===== src/rtl/serial_to_parallel_8.sv =====
// serial_to_parallel_8
//
// Bit-serial to parallel deserializer. Collects WIDTH single-bit samples from
// a valid/ready bit stream and presents them as one WIDTH-bit word on a
// valid/ready word stream. A registered "any bit set" flag travels with each
// word, so downstream logic does not need a separate OR-reduction stage.
//
// Parameters:
//   WIDTH      word width in bits, 2..32
//   MSB_FIRST  1: first received bit lands in pout_data[WIDTH-1]
//              0: first received bit lands in pout_data[0]
//
// Ports:
//   clk           single clock, all state updates on the rising edge
//   rst_n         synchronous, active-low reset
//   sin_valid     a serial bit is offered this cycle
//   sin_data      the serial bit
//   sin_ready     block can accept a bit this cycle
//   pout_valid    pout_data holds a complete word
//   pout_data     assembled word
//   pout_nonzero  registered OR of pout_data, updated together with it
//   pout_ready    consumer accepts the word this cycle
//
// Storage is one output word plus one completed word parked in the shift
// register (FULL state), so the bit stream stalls only when both are occupied.

module serial_to_parallel_8 #(
  parameter int WIDTH     = 8,
  parameter bit MSB_FIRST = 1'b1
) (
  input  logic             clk,
  input  logic             rst_n,
  input  logic             sin_valid,
  input  logic             sin_data,
  output logic             sin_ready,
  output logic             pout_valid,
  output logic [WIDTH-1:0] pout_data,
  output logic             pout_nonzero,
  input  logic             pout_ready
);

  localparam int             CW       = $clog2(WIDTH);
  localparam logic [CW-1:0]  CNT_LAST = CW'(WIDTH - 1);

  // COLLECT: assembling bits in sh. FULL: sh holds a finished word waiting
  // for the output register to drain.
  localparam logic [0:0] COLLECT = 1'b0;
  localparam logic [0:0] FULL    = 1'b1;

  logic [0:0]       state;
  logic [CW-1:0]    cnt;
  logic [WIDTH-1:0] sh;
  logic [WIDTH-1:0] shifted;
  logic             accept;
  logic             last_bit;
  logic             out_free;

  // Gating with rst_n keeps the upstream from seeing a handshake that the
  // reset branch below would throw away.
  assign sin_ready = (state == COLLECT) && rst_n;
  assign accept    = sin_valid && sin_ready;
  assign last_bit  = (cnt == CNT_LAST);
  // The output register can take a new word if it is empty or draining now.
  assign out_free  = !pout_valid || pout_ready;

  // NOTE: every combinational output gets a value on every path (default
  // first), otherwise synthesis infers a latch to hold the old value.
  always_comb begin
    shifted = sh;
    if (MSB_FIRST) shifted = {sh[WIDTH-2:0], sin_data};
    else           shifted = {sin_data, sh[WIDTH-1:1]};
  end

  // NOTE: state registers use non-blocking assignments so every flop samples
  // pre-edge values; blocking here would make results depend on statement order.
  always_ff @(posedge clk) begin
    if (!rst_n) begin
      // NOTE: the shift register is reset too, so a partial word from before
      // reset can never leak into a later word.
      state        <= COLLECT;
      cnt          <= '0;
      sh           <= '0;
      pout_valid   <= 1'b0;
      pout_data    <= '0;
      pout_nonzero <= 1'b0;
    end else begin
      // A transfer empties the output register unless something refills it
      // below in the same cycle.
      if (pout_valid && pout_ready) pout_valid <= 1'b0;

      case (state)
        COLLECT: begin
          if (accept) begin
            sh <= shifted;
            if (last_bit) begin
              cnt <= '0;
              if (out_free) begin
                pout_data    <= shifted;
                pout_nonzero <= |shifted;
                pout_valid   <= 1'b1;
              end else begin
                state <= FULL;
              end
            end else begin
              cnt <= cnt + CW'(1);
            end
          end
        end
        FULL: begin
          // pout_valid is always 1 here; the parked word replaces the one
          // being transferred, so the output never bubbles.
          if (pout_ready) begin
            pout_data    <= sh;
            pout_nonzero <= |sh;
            pout_valid   <= 1'b1;
            state        <= COLLECT;
          end
        end
        default: state <= COLLECT;
      endcase
    end
  end

endmodule


===== config.mk =====
export PLATFORM = sky130hd
export DESIGN_NAME = serial_to_parallel_8
export DESIGN_NICKNAME = d
export VERILOG_FILES = /design/src/rtl/serial_to_parallel_8.sv
export SDC_FILE = /design/constraint.sdc
export NUM_CORES = 1
export LEC_CHECK = 0
export BUFFER_PORTS_ARGS = -buffer_cell sky130_fd_sc_hd__buf_2
export CORE_ASPECT_RATIO = 0.9
export CORE_MARGIN = 1
export CORE_UTILIZATION = 53
export CTS_CLUSTER_DIAMETER = 100
export DETAILED_ROUTE_END_ITERATION = 7
export GPL_TIMING_DRIVEN = 0
export PLACE_DENSITY = 0.87
export SLEW_MARGIN = 10
export SYNTH_ARGS = -nofsm -noshare
export SYNTH_HDL_FRONTEND = slang
export SYNTH_SLANG_ARGS = --single-unit

===== constraint.sdc =====
create_clock -name clk -period 2.2 [get_ports clk]
set_input_delay 0.44 -clock clk [delete_from_list [all_inputs] [get_ports clk]]
set_output_delay 0.44 -clock clk [all_outputs]
set_load 0.05 [all_outputs]

==> out/metrics.cfg <==
[outcome]
status = finished clean

[floorplanning]
die_w_um = 47.5
ios = 16
initial_core_util_pct = 57.4
fp.dieArea_mm2 = 0.00204
fp.coreArea_mm2 = 0.00172
die_h_um = 42.9
rows = 14

[layout]
nNetsFinal = 132
n_fill_cell = 151
final_area_mm2 = 0.00111
area_growth_pct = 12.9
drive_above_1_share_pct = 19.5
fin_util_pct = 64.9
diodes = 0

[timing]
fin_crit_sh_pct = 81.7
setup_violations = 0
drv_slew = 0
finalClockSkew_ps = 6.30
hold_viol_final = 0
tightest_slew_ps = 438
maxSlewHeadroom_pct = 70.8
timing.final.crit_period_ps = 1800
fmax_mhz = 556
fin_setup_tns_ps = 0
rsz0062_at_grt = no

[grt]
top_usage_layer = met2
met2_usage_pct = 35.9
track_usage_pct = 23.3
grt_pass1_vias = 769
globalRouteMet3Util_pct = 7.66
globalRouteOverflowTotal = 0
grt_pass1_wl_um = 3260
met1_usage_pct = 28.8
antenna_found_initial = 0
grt_max_degree = 12

[placement]
portBuffers = 15
placed_area_mm2 = 0.00109
post-dp-hpwl_um = 1480
gp_congestion = 0.773

[logic_synthesis]
syn-num-nets = 112
synth_warnings = 0
synth_area_um2 = 986
yosysSeqAreaShare_pct = 44.7
synth_top_area_cell = dfxtp_1
postSynthAreaPerCell_um2 = 9.39
synth.area.top_cells = dfxtp_1 (45%), mux2i_1 (10%), nand3_1 (9.6%)
syn_inst = 105
yosys.area.top_type_share_pct = 44.7
synth_cell_types = 25
synth.ff_latch_count = 22

[clocking]
cts.htree.levels = 1
cts_root_buf = clkbuf_4
hold_buffers = 0
cts_sinks = 22
cts_tree = done
cts_resized = 0
clk_pin_slew_ps = 120
cts_inserted_buffers = 3
cts_buffer_depth = 2
insertion_delay_ps = 310
postCtsSetupBuffers = 0

[pwr]
power_leakage_nw = 0.587
peakVddDrop_mv = 0.461
powerDensity_mw_per_mm2 = 578

[setup_path]
path_cells = buf_6 > buf_2 > nor2b_1 > buf_2
required_ps = 1760
path_buf_inv = 3
crit_slowest_cell = dfxtp_1
startpoint_type = flop
slowest_delay_ps = 330
crit_fanout = 10
cp.arrival_ps = 1360
cp_common_cell = buf_2
crit_family = buffers and inverters
worstSetupEndpointType = output pin
crit_type = reg2out

[detailed_routing]
drc = 0
wirelength_um = 2000
drtIter0Drc = 14
firstDrtPassIters = 4
routed_via_density = 5.65
final_antenna_net_count = 0
wl_per_cell_um = 13.6
vias = 830

[run]
maxCapViolations = 0

[hold_path]
hp-class = in2reg

-- cell usage in the layout (no fill, tap or decap) --
| master | synthesis | layout |
|---|---|---|
| clkbuf_1 | 3 | 3 |
| and3b_1 | 1 | 1 |
| o221a_1 | 1 | 1 |
| o31ai_1 | 1 | 1 |
| nor3b_1 | 1 | 1 |
| buf_1 | 1 | 1 |
| nor2b_1 | 1 | 1 |
| o21ai_0 | 1 | 1 |
| a31oi_1 | 1 | 1 |
| ha_1 | 2 | 2 |
| buf_6 | 3 | 3 |
| mux2i_1 | 10 | 10 |
| clkbuf_4 | 0 | 3 |
| nand3_1 | 19 | 19 |
| a21o_1 | 1 | 1 |
| nand3b_1 | 1 | 1 |
| o21bai_2 | 1 | 1 |
| buf_2 | 1 | 16 |
| dfxtp_1 | 22 | 22 |
| nand4_1 | 1 | 1 |
| nand2_1 | 21 | 21 |
| nor4_1 | 1 | 1 |
| and2_1 | 1 | 1 |
| or3_1 | 1 | 1 |
| o211a_1 | 8 | 8 |
| and2_4 | 1 | 1 |
-- metrics by stage --
stage	instances	total power [mW]	setup slack, ps	hold slack [ps]
floorplan	105	0.450	449	438
global placement	144	0.462	554	446
detailed placement	144	0.467	525	458
CTS	147	0.644	401	317
global route	147	0.670	293	304
finish	147	0.644	403	318
-- registers in the layout, summed over array words and instances, names as in the netlist --
name          flops
cnt               3
pout_data         8
pout_nonzero      1
pout_valid        1
sh                8
state             1
-- cells by family after synthesis --
family / synth area share [%]
DFF: 44.7
muxes: 10.2
buffers and inverters: 5.46
adders and majority gates: 2.54
and+or+nand+nor: 24.1
AOI/OAI and AO/OA: 13.1
-- synthesized netlist by cell type --
cell       n
nand3b_1   1
and2_1     1
nand3_1   19
nand4_1    1
and3b_1    1
buf_2      1
o31ai_1    1
nor3b_1    1
o21bai_2   1
nor4_1     1
a21o_1     1
o21ai_0    1
mux2i_1   10
ha_1       2
clkbuf_1   3
dfxtp_1   22
buf_6      3
o211a_1    8
buf_1      1
or3_1      1
o221a_1    1
nor2b_1    1
nand2_1   21
a31oi_1    1
and2_4     1
-- worst paths after layout --
kind               from           end  slack, ps  cells past startpoint
min          pout_ready         state        320                      2
max               state     sin_ready        400                      4
max reg2reg      cnt[0]  pout_nonzero        520                      7
min reg2reg      cnt[1]        cnt[1]        470                      2
-- area by class of cell --
cell class | count | area [um2] | area share [%]
multi-input combinational | 75 | 492 | 44.2
tap | 24 | 30.0 | 2.70
timing repair buffer | 15 | 75.1 | 6.74
clock buffer | 3 | 22.5 | 2.02
buffer | 8 | 53.8 | 4.83
sequential | 22 | 440 | 39.6
-- layer usage --
layer	share of wire [%]	up-vias	routed length [um]
li1	-	414	-
met1	46	392	926
met2	47	18	939
met3	5.0	6	101
met4	1.7	0	34
met5	0	-	0
-- power breakdown --
part / leakage [nW] / total, mW / internal [mW] / switching (mW)
clock: 0.0138 / 0.186 / 0.0642 / 0.122
combinational: 0.396 / 0.0438 / 0.0157 / 0.0282
sequential: 0.178 / 0.414 / 0.406 / 0.00728
(Power assumes the default switching activity.)
